**config.mk**
```make
export PLATFORM = sky130hd
export DESIGN_NAME = fwd_hazard_unit
export DESIGN_NICKNAME = d
export VERILOG_FILES = /design/src/rtl/fwd_hazard_unit_pkg.sv /design/src/rtl/fwd_hazard_unit_fwd_select.sv /design/src/rtl/fwd_hazard_unit.sv
export SDC_FILE = /design/constraint.sdc
export NUM_CORES = 1
export LEC_CHECK = 0
export CORE_UTILIZATION = 45
export CTS_CLUSTER_SIZE = 14
export DETAILED_ROUTE_END_ITERATION = 10
export PLACE_DENSITY = 0.77
export REMOVE_ABC_BUFFERS = 1
export SYNTH_ARGS = -nofsm -noshare
export SYNTH_HDL_FRONTEND = slang
export SYNTH_SLANG_ARGS = --single-unit
```
**constraint.sdc**
```tcl
create_clock -name i_clk -period 4 [get_ports i_clk]
set_clock_uncertainty 0.1 [all_clocks]
set_input_delay 0.8 -clock i_clk [delete_from_list [all_inputs] [get_ports i_clk]]
set_output_delay 0.8 -clock i_clk [all_outputs]
set_load 0.005 [all_outputs]
```
**src/rtl/fwd_hazard_unit_pkg.sv**
```systemverilog
// Shared definitions for the EX-stage forwarding / load-use hazard unit.
// Select codes drive the 3:1 operand muxes in front of the ALU.
package fwd_hazard_unit_pkg;
    localparam int NB_REG  = 5;
    localparam int NB_SEL  = 2;
    localparam int NUM_OPS = 2;   // operand A (rs), operand B (rt)

    typedef enum logic [1:0] {
        FWD_RF  = 2'b00,
        FWD_MEM = 2'b01,
        FWD_WB  = 2'b10
    } fwd_sel_e;
endpackage

```
**src/rtl/fwd_hazard_unit_fwd_select.sv**
```systemverilog
// Per-operand forwarding compare: picks the newest in-flight writer of src.
// Evaluated while the consumer is still in ID, so "EX now" becomes EX/MEM next cycle.
module fwd_select
    import fwd_hazard_unit_pkg::*;
#(
    parameter int NB_REG = fwd_hazard_unit_pkg::NB_REG,
    parameter int NB_SEL = fwd_hazard_unit_pkg::NB_SEL
) (
    input  logic [NB_REG-1:0] src,
    input  logic              uses,
    input  logic [NB_REG-1:0] ex_dest,
    input  logic              ex_wr,
    input  logic [NB_REG-1:0] mem_dest,
    input  logic              mem_wr,
    output logic [NB_SEL-1:0] sel
);
    always_comb begin
        sel = NB_SEL'(FWD_RF);
        if (uses && src != '0) begin
            if (ex_wr && ex_dest == src)
                sel = NB_SEL'(FWD_MEM);
            else if (mem_wr && mem_dest == src)
                sel = NB_SEL'(FWD_WB);
        end
    end
endmodule

```
**src/rtl/fwd_hazard_unit.sv**
```systemverilog
// Forwarding select and load-use stall control for the 5-stage pipeline.
// Tracks writer destinations through MEM/WB; selects are registered into EX.
module fwd_hazard_unit
    import fwd_hazard_unit_pkg::*;
#(
    parameter int NB_REG = fwd_hazard_unit_pkg::NB_REG,
    parameter int NB_SEL = fwd_hazard_unit_pkg::NB_SEL,
    parameter int NB_CNT = 16
) (
    input  logic              i_clk,
    input  logic              i_reset,
    input  logic              i_id_valid,
    input  logic [NB_REG-1:0] i_id_rs,
    input  logic [NB_REG-1:0] i_id_rt,
    input  logic              i_id_uses_rs,
    input  logic              i_id_uses_rt,
    input  logic [NB_REG-1:0] i_ex_write_reg,
    input  logic              i_ex_reg_write,
    input  logic              i_ex_mem_read,
    input  logic              i_flush,
    output logic [NB_SEL-1:0] o_fwd_a,
    output logic [NB_SEL-1:0] o_fwd_b,
    output logic              o_stall,
    output logic [NB_CNT-1:0] o_stall_count
);
    logic [NB_REG-1:0] mem_dest, wb_dest;
    logic              mem_wr, wb_wr;
    logic              load_use, advance;

    logic [NUM_OPS-1:0][NB_REG-1:0] op_src;
    logic [NUM_OPS-1:0]             op_uses;
    logic [NUM_OPS-1:0][NB_SEL-1:0] op_sel;

    assign op_src  = {i_id_rt, i_id_rs};
    assign op_uses = {i_id_uses_rt, i_id_uses_rs};

    generate
        for (genvar g = 0; g < NUM_OPS; g++) begin : g_op
            fwd_select #(.NB_REG(NB_REG), .NB_SEL(NB_SEL)) u_sel (
                .src      (op_src[g]),
                .uses     (op_uses[g]),
                .ex_dest  (i_ex_write_reg),
                .ex_wr    (i_ex_reg_write),
                .mem_dest (mem_dest),
                .mem_wr   (mem_wr),
                .sel      (op_sel[g])
            );
        end
    endgenerate

    always_comb begin
        load_use = (i_id_uses_rs && i_id_rs == i_ex_write_reg) ||
                   (i_id_uses_rt && i_id_rt == i_ex_write_reg);
        // A killed ID instruction cannot consume the load, so flush overrides
        o_stall  = !i_reset && !i_flush && i_id_valid && i_ex_mem_read &&
                   i_ex_reg_write && (i_ex_write_reg != '0) && load_use;
        advance  = i_id_valid && !o_stall && !i_flush;
    end

    always_ff @(posedge i_clk) begin
        if (i_reset) begin
            mem_dest      <= '0;
            mem_wr        <= 1'b0;
            wb_dest       <= '0;
            wb_wr         <= 1'b0;
            o_fwd_a       <= '0;
            o_fwd_b       <= '0;
            o_stall_count <= '0;
        end else begin
            // EX always completes; bubbles arrive from upstream with reg_write=0
            mem_dest <= i_ex_write_reg;
            mem_wr   <= i_ex_reg_write && (i_ex_write_reg != '0);
            wb_dest  <= mem_dest;
            wb_wr    <= mem_wr;
            o_fwd_a  <= advance ? op_sel[0] : '0;
            o_fwd_b  <= advance ? op_sel[1] : '0;
            if (o_stall && o_stall_count != '1)
                o_stall_count <= o_stall_count + 1'b1;
        end
    end

    // WB needs no forwarding path (write-before-read RF); r0 never tracked as a writer
    always @(posedge i_clk) begin
        if (!i_reset)
            assert (!wb_wr || wb_dest != '0);
    end
endmodule

```
* Word level (Yosys, flattened, before mapping)
Index checks and enable logic that the tools add are counted.
** Word-level totals
- Output and inout port bits :: 21
- Bits in latches :: 0
- Bits in read-only memories :: 0
- Bits in writable memories :: 0
- Flip-flop bits (word level) :: 26
- Bits of input ports :: 23
- Logic and storage cells :: 51
- Memories :: 0
** Cells by class
- Muxes and demuxes :: 4
- Divide/modulo/power cells :: 0
- Reductions and logical operators :: 29
- Multiply operators :: 0
- Equality and inequality tests :: 7
- Order comparisons :: 0
- Add/sub/neg operators :: 1
- Bitwise gates (word level) :: 3
- Shift operators :: 0
** Operators with widths (number)
- $eq A5 B5 Y1 :: 6
- $logic_and A1 B1 Y1 :: 18
- $add A16 B1 Y16 const B :: 1
- $ne A16 B16 Y1 const B :: 1
- $reduce_bool A5 Y1 :: 3
- $reduce_or A4 Y1 :: 2
- $reduce_or A3 Y1 :: 2
- $mux W2 :: 2
- $logic_not A1 Y1 :: 3
- $not A1 Y1 :: 3
- $mux W1 :: 2
- $logic_or A1 B1 Y1 :: 1

* Depth between registers and ports, before layout
- Depth after elaboration :: 12
- Depth in mapped cells :: 8
- Gate-level depth less buffers :: 6

* Cells and area by module
From an unflattened synthesis, not the netlist that was laid out.
** Second synthesis, totals
- Cell total of the unflattened synthesis :: 178
- Area total of the unflattened synthesis :: 1559.0 um^2
** Modules (own cells, without submodules)
- fwd_hazard_unit :: area an instance 1266.2 um^2, cells an instance 142, sequential area each 520.5 um^2, times used 1
- fwd_select :: area an instance 146.4 um^2, cells an instance 18, sequential area each 0.0 um^2, times used 2

* Least setup slack after synthesis
Ideal clock, no wire load.
- Path type :: input to output
- From :: in i_reset
- To :: out o_stall
- Path slack :: 1.394 ns
- Stages on the path :: 4
- Required time :: 3.100 ns
- Path buffers :: 1
- Arrival :: 1.706 ns
- Cell sequence :: buf_6 -> nand4bb_4 -> a211oi_4 -> nor2b_1
** Between the ends
- Longest elaborated chain between the ends :: 7
** RTL lines
- from (decl) :: RTL line fwd_hazard_unit.sv:11 : input logic i_reset,
- $logic_not A1 Y1
- $logic_and A1 B1 Y1 (4 in series) :: RTL line fwd_hazard_unit.sv:55 : o_stall = !i_reset && !i_flush && i_id_valid && i_ex_mem_read &&
- $logic_and A1 B1 Y1 (2 in series) :: RTL line fwd_hazard_unit.sv:56 : i_ex_reg_write && (i_ex_write_reg != '0) && load_use;
- to (decl) :: RTL line fwd_hazard_unit.sv:23 : output logic o_stall,
No other way between the ends.

* Final worst setup path
- From :: in i_ex_write_reg[0]
- To :: out o_stall
** Between the ends
- Longest elaborated chain between the ends :: 4
- Elaborated cells between the ends (all ways) :: 8
- Classes of those cells :: eq/ne (2); reduce/logical (6)
** RTL lines
- from (decl) :: RTL line fwd_hazard_unit.sv:17 : input logic [NB_REG-1:0] i_ex_write_reg,
- $eq A5 B5 Y1, on equally long branches :: RTL line fwd_hazard_unit.sv:52, fwd_hazard_unit.sv:53
- $logic_and A1 B1 Y1, on equally long branches :: RTL line fwd_hazard_unit.sv:52, fwd_hazard_unit.sv:53
- $logic_or A1 B1 Y1 :: RTL line fwd_hazard_unit.sv:52 : load_use = (i_id_uses_rs && i_id_rs == i_ex_write_reg) ||
- $logic_and A1 B1 Y1 (*) :: RTL line fwd_hazard_unit.sv:56
Mark *: on every way between the ends. The rest lies on a longest branch, timed or not.

==> out/results.tsv <==
metric	value	unit
outcome	finished, final reports clean	
CP most frequent cell	clkdlybuf4s50_1	
ANT cells	0	
Worst R2R End	o_stall_count[5]	
DRC	0	
row count	20	
Peak VDD IR	0.000168	V
DR pass1 iterations	4	
WL/cell	14.7	um
GP Congestion	0.999	
Root Driver	clkbuf_4	
hold endpoint	o_stall_count[11]	
Synth area leader	dfxtp_1	
Slew @ Worst Pin	523	ps
Crit path required time	3100	ps
top-count cell post-synth	dfxtp_1	
fin nets	236	
top cells by area, synth	dfxtp_1 (35%), xnor2_1 (9.5%), or4_1 (6.1%), o31ai_1 (5.1%), a21oi_1 (4.8%)	
area of the multi-input gates	886	sq um
Antenna Nets Post-Route	0	
cts hold-fix bufs	0	
routed vias/inst	5.78	
unrepaired setup endpoints after global routing	false	
Post-Route WL	3750	um
TritonCTS buffer count	3	
Setup crit start kind	input pin	
max incr delay on CP	560	ps
CTS sink cnt	26	
Detailed Place HPWL	2760	um
htree depth	1	
relative slew slack	64.9	%
Reg area	520	sq um
EDFF count, synth	0	
global-route wire length before repair	6010	um
GRT Util Overall	22.4	%
Slew Viols, Final	0	
synthesized area	1470	sq um
met3 usage in global routing	3.71	%
Final min period	3680	ps
final hold violation count	0	
Initial Util	47.9	%
Skew-Pair Late Insertion Delay	310	ps
crit end category	output port	
GR Layer Usage met2	39.2	%
FF+latch count, synth	26	
Worst R2R Start	o_stall_count[0]	
Max-cap violations	0	
fill count	283	
I/O pin count	44	
leakage	0.590	nW
synth-to-layout area growth	33.2	%
ys flop type	dfxtp_1	
die width	59.2	um
PwrDens	227	nW/um^2
Tcrit/Tclk final	92.0	%
clock slew at the register clock pins of the worst setup and hold paths	130	ps
Max Freq	272	MHz
worst hold path type	register to register	
clock tree from TritonCTS	done	
Synth top area share	35.3	%
DRT iter0 DRCs	72	
DR vias	1468	
CP Cell Sequence	clkdlybuf4s50_1 -> xnor2_1 -> nand3_1 -> o22a_1 -> nor2b_1 -> clkdlybuf4s50_1	
Async SR Flop Fraction	0	%
Non-Filler Instances	254	
Crit Path Category	input pin to output port	
initial antenna violation count	0	
post-CTS setup buffer count	0	
DIE AREA	3510	sq um
GR peak layer	met2	
core area	3080	sq um
vias in the first global route	1346	
Hold Path Depth	2	
final setup violation count	0	
Avg Inst Size Synth	8.77	sq um
R2R Setup Slk	1660	ps
Hold Startpoint	o_stall_count[11]	
R2R depth	6	
Max Buffers Root-to-Sink	2	
post-synth cell types	34	
sequential share of the synthesized area	35.3	%
crit path max fanout	5	
Mapped Cells	168	
Arr. time, crit path	2780	ps
largest net degree at the start of global routing	32	
post-route setup TNS	0	ps
Yosys warning count	0	
Congestion Overflow GR	0	
placed cell count	251	
height of the die	59.2	um
share of cells above drive strength 1	6.19	%
cts repair resizes	0	
critical path's slowest cell	clkdlybuf4s50_1	
met1 Resource Use GR	27.6	%
top cells by count, synth	dfxtp_1 (26), xnor2_1 (16), a21oi_1 (14)	
Port Buf Inserts	43	
-- cells by family (layout without fill, tap and decap cells) --
| logic type | Yosys count | in the layout | share of synthesized area, % |
|---|---|---|---|
| AND/OR/NAND/NOR | 72 | 72 | 31.0 |
| AO/OA/AOI/OAI | 35 | 35 | 15.6 |
| multiplexers | 1 | 1 | 0.764 |
| buffers and inverters | 13 | 55 | 4.58 |
| flip-flops | 26 | 26 | 35.3 |
| adder cells (fa/ha/maj) | 1 | 1 | 0.849 |
| XOR/XNOR | 20 | 20 | 11.9 |
-- worst max-delay path: cells and delay by family --
family	cells	cell delay [ps]
AO/OA/AOI/OAI	1	240
XOR/XNOR	1	270
buffers and inverters	2	1040
AND/OR/NAND/NOR	2	430
-- worst max-delay path by stage --
stage / start / end / slack, ps / depth (start not counted)
after floorplan: i_id_rs[2] / o_stall / 1300 / 4
after global placement: i_ex_write_reg[1] / o_stall / 460 / 6
after detailed placement: i_ex_write_reg[1] / o_stall / 370 / 6
after CTS: i_ex_write_reg[1] / o_stall / 360 / 6
after global routing: i_ex_write_reg[1] / o_stall / 210 / 6
final: i_ex_write_reg[0] / o_stall / 320 / 6
-- metrics by stage --
| step | worst slack, ps | utilization (%) | instance area [sq um] | total power [mW] | hold slack (ps) |
|---|---|---|---|---|---|
| after floorplan | 1300 | - | 1430 | 0.301 | 371 |
| after global placement | 460 | 63.0 | 1940 | 0.341 | 374 |
| after detailed placement | 374 | 63.0 | 1940 | 0.344 | 393 |
| after CTS | 360 | 63.8 | 1960 | 0.453 | 413 |
| after global routing | 214 | 63.8 | 1960 | 0.472 | 442 |
| final | 319 | 63.8 | 1960 | 0.447 | 409 |
-- cells in the final DEF, fill, tap and decap left out, types with 2 or more instances in the layout --
cell / n
clkdlybuf4s50_1: 43
dfxtp_1: 26
xnor2_1: 16
a21oi_1: 14
nand3_1: 12
or4_1: 12
o31ai_1: 10
nor2b_1: 7
nand2_1: 7
nand4_1: 6
or3_1: 6
inv_1: 5
o21ai_0: 5
nor4_1: 4
nor3_1: 4
xor2_1: 4
buf_4: 4
nor2_1: 3
clkbuf_4: 3
and3_1: 2
or2_2: 2
o211ai_1: 2
and4b_1: 2
-- flip-flops by register name, summed over array words and instances (netlist names) --
signal and cells:
o_fwd_b 2, mem_dest 5, o_fwd_a 2, o_stall_count 16
mem_wr 1
-- area by class of cell --
type                    count  share of cell area (%)
well taps                  44                    2.80
repair buffers             47                    23.5
multi-input cells         129                    45.1
flip-flops and latches     26                    26.5
inverters                   5                   0.956
clock buffers               3                    1.15
-- where the power goes --
group / internal (mW) / switching [mW] / total [mW]
combinational: 0.0391 / 0.0357 / 0.0747
sequential: 0.262 / 0.00249 / 0.265
clock: 0.0352 / 0.0718 / 0.107
-- routing by layer --
metal	part of all wire, %	vias to the layer above
met4	1.7	0
met2	49	58
met3	4.7	8
li1	-	718
met1	44	684
met5	0	-
Note: power is estimated with default switching activity, not from simulation.
